--- config.mk ---
export PLATFORM = sky130hd
export DESIGN_NAME = combo_code_sender
export DESIGN_NICKNAME = d
export VERILOG_FILES = /design/src/rtl/combo_code_sender.sv
export SDC_FILE = /design/constraint.sdc
export NUM_CORES = 1
export LEC_CHECK = 0
export ABC_AREA = 1
export CAP_MARGIN = 20
export CORE_MARGIN = 5
export CORE_UTILIZATION = 35
export DETAILED_ROUTE_END_ITERATION = 7
export PLACE_DENSITY = 0.57
export SLEW_MARGIN = 20
export SYNTH_ARGS = -nofsm -noshare
export SYNTH_HDL_FRONTEND = slang
export SYNTH_SLANG_ARGS = --single-unit
export TNS_END_PERCENT = 20
--- constraint.sdc ---
create_clock -name clock -period 3.05 [get_ports clock]
set_clock_uncertainty 0.15 [all_clocks]
set_input_delay 0.305 -clock clock [delete_from_list [all_inputs] [get_ports clock]]
set_output_delay 0.305 -clock clock [all_outputs]
set_load 0.02 [all_outputs]
--- src/rtl/combo_code_sender.sv ---
// Sends a stored code as {A,B} digit pairs with ack handshake, timed gaps and ack timeout.
// Latency: valid rises 1 clock after start and falls 1 clock after ack; the gap between pairs is GAP_CYCLES clocks.
// Backpressure: each pair is held until ack arrives, up to TIMEOUT_CYCLES clocks.
module combo_code_sender #(
  parameter int NUM_STEPS      = 3,
  parameter int GAP_CYCLES     = 4,
  parameter int TIMEOUT_CYCLES = 200
) (
  input  logic       clock,
  input  logic       reset,
  input  logic       start,
  input  logic       abort,
  input  logic       ack,
  input  logic       load,
  input  logic [1:0] load_idx,
  input  logic [7:0] code_in,
  output logic [3:0] A_out,
  output logic [3:0] B_out,
  output logic       valid,
  output logic       busy,
  output logic       done,
  output logic       error,
  output logic [6:0] H1,
  output logic [6:0] H2,
  output logic [6:0] H3
);

  typedef enum logic [1:0] {S_IDLE, S_PRESENT, S_GAP, S_DONE} state_t;

  localparam logic [1:0]  LAST_STEP = 2'(NUM_STEPS - 1);
  localparam logic [7:0]  GAP_LOAD  = 8'(GAP_CYCLES);
  localparam logic [15:0] TO_LAST   = 16'(TIMEOUT_CYCLES - 1);

  state_t      r_state;
  logic [1:0]  r_step;
  logic [7:0]  r_gap_cnt;
  logic [15:0] r_to_cnt;
  logic [7:0]  r_code [0:3];
  logic [3:0]  r_a;
  logic [3:0]  r_b;
  logic        r_valid;
  logic        r_busy;
  logic        r_done;
  logic        r_error;
  logic [1:0]  w_next_step;
  logic        w_load_ok;

  assign w_next_step = r_step + 2'd1;
  assign w_load_ok   = load && (int'(load_idx) < NUM_STEPS);

  always_ff @(posedge clock or posedge reset) begin
    if (reset) begin
      r_state   <= S_IDLE;
      r_step    <= 2'd0;
      r_gap_cnt <= 8'd0;
      r_to_cnt  <= 16'd0;
      r_a       <= 4'd0;
      r_b       <= 4'd0;
      r_valid   <= 1'b0;
      r_busy    <= 1'b0;
      r_done    <= 1'b0;
      r_error   <= 1'b0;
      r_code[0] <= 8'h28;
      r_code[1] <= 8'h19;
      r_code[2] <= 8'h96;
      r_code[3] <= 8'h00;
    end else begin
      r_done <= 1'b0;
      if (abort) begin
        // error is deliberately kept so a timeout stays visible after abort
        r_state <= S_IDLE;
        r_step  <= 2'd0;
        r_valid <= 1'b0;
        r_busy  <= 1'b0;
        r_a     <= 4'd0;
        r_b     <= 4'd0;
      end else begin
        case (r_state)
          S_IDLE: begin
            if (start) begin
              r_state  <= S_PRESENT;
              r_step   <= 2'd0;
              r_error  <= 1'b0;
              r_valid  <= 1'b1;
              r_busy   <= 1'b1;
              r_to_cnt <= 16'd0;
              r_a      <= r_code[0][7:4];
              r_b      <= r_code[0][3:0];
            end else if (w_load_ok) begin
              r_code[load_idx] <= code_in;
            end
          end
          S_PRESENT: begin
            if (ack) begin
              r_state   <= S_GAP;
              r_gap_cnt <= GAP_LOAD;
              r_valid   <= 1'b0;
              r_a       <= 4'd0;
              r_b       <= 4'd0;
            end else if (r_to_cnt == TO_LAST) begin
              r_state <= S_IDLE;
              r_error <= 1'b1;
              r_step  <= 2'd0;
              r_valid <= 1'b0;
              r_busy  <= 1'b0;
              r_a     <= 4'd0;
              r_b     <= 4'd0;
            end else begin
              r_to_cnt <= r_to_cnt + 16'd1;
            end
          end
          S_GAP: begin
            if (r_gap_cnt == 8'd1) begin
              if (r_step == LAST_STEP) begin
                r_state <= S_DONE;
                r_done  <= 1'b1;
              end else begin
                r_state  <= S_PRESENT;
                r_step   <= w_next_step;
                r_valid  <= 1'b1;
                r_to_cnt <= 16'd0;
                r_a      <= r_code[w_next_step][7:4];
                r_b      <= r_code[w_next_step][3:0];
              end
            end else begin
              r_gap_cnt <= r_gap_cnt - 8'd1;
            end
          end
          S_DONE: begin
            r_state <= S_IDLE;
            r_step  <= 2'd0;
            r_busy  <= 1'b0;
          end
          default: r_state <= S_IDLE;
        endcase
      end
    end
  end

  function automatic logic [6:0] f_seg(input logic [3:0] d);
    case (d)
      4'h0: f_seg = 7'h3F;
      4'h1: f_seg = 7'h06;
      4'h2: f_seg = 7'h5B;
      4'h3: f_seg = 7'h4F;
      4'h4: f_seg = 7'h66;
      4'h5: f_seg = 7'h6D;
      4'h6: f_seg = 7'h7D;
      4'h7: f_seg = 7'h07;
      4'h8: f_seg = 7'h7F;
      4'h9: f_seg = 7'h67;
      4'hA: f_seg = 7'h77;
      4'hB: f_seg = 7'h7C;
      4'hC: f_seg = 7'h39;
      4'hD: f_seg = 7'h5E;
      4'hE: f_seg = 7'h79;
      default: f_seg = 7'h71;
    endcase
  endfunction

  assign A_out = r_a;
  assign B_out = r_b;
  assign valid = r_valid;
  assign busy  = r_busy;
  assign done  = r_done;
  assign error = r_error;

  // Displays are active-low; all segments high means blank.
  assign H1 = r_valid ? ~f_seg(r_a) : 7'h7F;
  assign H2 = r_valid ? ~f_seg(r_b) : 7'h7F;
  assign H3 = r_busy  ? ~f_seg({2'b00, r_step}) : 7'h7F;

endmodule

==> reports/metrics.cfg <==
[drt]
wl_met2_um=5490
drt_iter0_markers=223
met3WireLength_um=415
vias=4206
routed_wl_um=11200
drt-met1-wl_um=5110
drtPass1Iterations=4
drc_errors=0
wl_per_cell_um=12.8
viasPerCell=4.81
ant_nets=0
route.top_layer_used=met4

[cts]
numCtsBuffers=9
clock_latency_ns=0.34
clock-sinks=72
cts_tree=done
cts_root_buf=clkbuf_16
htree_levels=3
hold_buffers=0
cts_setup_buffers=0
path_clk_slew_ns=0.06
cts_resized=0
cts_buffer_depth=2

[setup_path]
end_kind=output port
cp-start-kind=flop
critPathRequiredTime_ns=2.59
critPathLaunch=A_out[2]
r2r-start=r_state[1]
critical_path_arrival_ns=2.28
path_class=reg2out
path_max_fanout=10

[cells_and_area]
nFillCells=1378
num_antenna_cells=0
area_delta_synth_final_pct=18.5
nets=731
layout-drive-gt1-share=0.107

[die]
die_w_um=127
dieArea_sq_um=16100
num_rows=42
core_area_sq_um=13300
fp.dieH_um=127
initial_core_util=0.359
pin_count=49

[power_and_ir_drop]
ir_drop_mv=0.311
p_per_area_nw_per_um2=752
total_power_mw=4.26
power.static_leakage_nw=2.68

[grt]
grt_pass1_wl_um=19600
antenna_found_initial=0
grt_use_total=0.147
grt_max_degree=38
grt_overflow=0
grt_pass1_vias=4084

[synth]
netlist_area_sq_um=4780
synthArstFlopShare=1.00
synthAdderAreaFrac=0.0576
ys_warn_count=0
synth-seq-cells=72
synth-compound-area-share=0.115
yosysUniqueCellTypes=43
seq_area_frac_synth=0.379
synth_xor_area_frac=0.00916
syn_area_per_cell_sq_um=7.27
synth-edff-count=0
synthMuxAreaShare=0
syn_inst=657
synth_top_family_by_area=simple AND/OR/NAND/NOR gates
synth_fp_nets=695
synth_ff_type=dfrtp_1
synthSimpleGateAreaFrac=0.323

[run]
cap_violations=0

[sta]
fin_crit_sh=0.897
clock.fmax_mhz=365
relSlewSlack=0.675
setup_violations=0
min_period_ns=2.74
fin_tns_setup_ns=0
grt_setup_unrepaired=false
worst_slew_pin_slew_ns=0.484
slew_viol_final=0
hold_viol=0
setup_slack_ns=0.313

[placed_design]
portBuffers=48
pre_cts_ws_ns=0.671
dp.final_hpwl_um=8330
place.gp.congestion=0.832

[run_status]
status=finished, final reports clean

[min_path]
hold_path.class=in2async

==> flip-flops by register name, summed over array words and instances, names as in the netlist <==
name       cells
A_out          4
r_state        2
busy           1
r_step         2
error          1
r_gap_cnt      8
r_to_cnt      16
valid          1
B_out          4
done           1
r_code        32
==> final timing paths <==
| check | slack (ns) | cells past startpoint | end |
|---|---|---|---|
| min in group clock | 0.23 | 0 | r_code[1] |
| max reg2reg | 0.74 | 8 | r_gap_cnt[3] |
| min reg2reg | 0.23 | 0 | r_code[1] |
| min | 0.08 | 2 | r_gap_cnt[2] |
| max | 0.31 | 5 | H1[5] |
| max in group asynchronous | 1.86 | 3 | r_to_cnt[12] |
==> layout by cell type (no fill, tap or decap), types with 10 or more instances in the layout <==
cell type / Yosys / layout
nand2_1: 198 / 198
o21ai_2: 15 / 15
o21ai_0: 27 / 27
o21ai_1: 13 / 13
inv_1: 93 / 92
nor2_1: 39 / 39
nand4_1: 11 / 11
nand3_1: 60 / 60
ha_1: 22 / 22
clkdlybuf4s50_1: 0 / 48
dfrtp_1: 63 / 63
a21oi_1: 12 / 12
nor3_1: 10 / 10
==> critical path, stage by stage, from the launching register on <==
cell and delay, ns:
dfrtp_1 0.54, clkinv_1 0.31, nor3_1 0.24, inv_1 0.07, o311ai_0 0.10, clkdlybuf4s50_1 0.68
==> through the flow <==
step	util	instance area, sq um	hold slack (ns)	instances
floorplan	-	4780	0.279	657
global placement	0.402	5350	0.215	858
detailed placement	0.402	5350	0.216	858
CTS	0.426	5660	0.0866	874
global route	0.426	5660	0.134	874
finish	0.426	5660	0.0815	874
==> synth_stat cells, types with 2 or more instances <==
cell type,instances,share of area
nor2_4,2,0.0047
nand3_1,60,0.063
clkinv_1,3,0.0024
dfstp_2,9,0.049
o21ai_0,27,0.028
nand3_4,3,0.011
xnor2_1,2,0.0037
nand2_1,198,0.16
buf_6,7,0.016
inv_2,7,0.0055
o21ai_2,15,0.027
inv_1,93,0.073
buf_2,5,0.0052
clkbuf_1,15,0.012
xor2_1,3,0.0055
or2_2,2,0.0026
nor3_1,10,0.010
o211ai_1,3,0.0047
nand3_2,2,0.0042
nor2_2,3,0.0039
ha_1,22,0.058
a31oi_1,3,0.0039
nand2_2,5,0.0065
nor2_1,39,0.031
a21oi_1,12,0.013
nand4_1,11,0.014
dfrtp_1,63,0.33
o21ai_1,13,0.014
o311ai_0,6,0.011
==> final cells by class <==
class                      instances  area, sq um  share of cell area
clock buffer                      11          253              0.0446
sequential                        72         1810               0.320
tap                              176          220              0.0389
inverter                         103          387              0.0683
timing repair buffer              53          518              0.0915
multi-input combinational        454         2410               0.426
clock inverter                     5         61.3              0.0108
==> power by group <==
| group | internal, mW | total, mW | switching (mW) |
|---|---|---|---|
| Combinational | 0.699 | 1.74 | 1.04 |
| Clock | 0.684 | 1.11 | 0.425 |
| Sequential | 1.19 | 1.41 | 0.220 |
==> kinds of logic after synthesis <==
logic type,after synthesis
buf+inv,131
xor+xnor,5
simple gates,340
flops,72
compound gates,87
fa+ha+maj,22
==> layer usage <==
layer	up-vias	GRT usage
met5	-	0
met4	0	0.0416
met3	13	0.0383
met2	94	0.249
met1	1927	0.185
li1	2172	-
No activity file was read; power rests on OpenSTA's default activity.
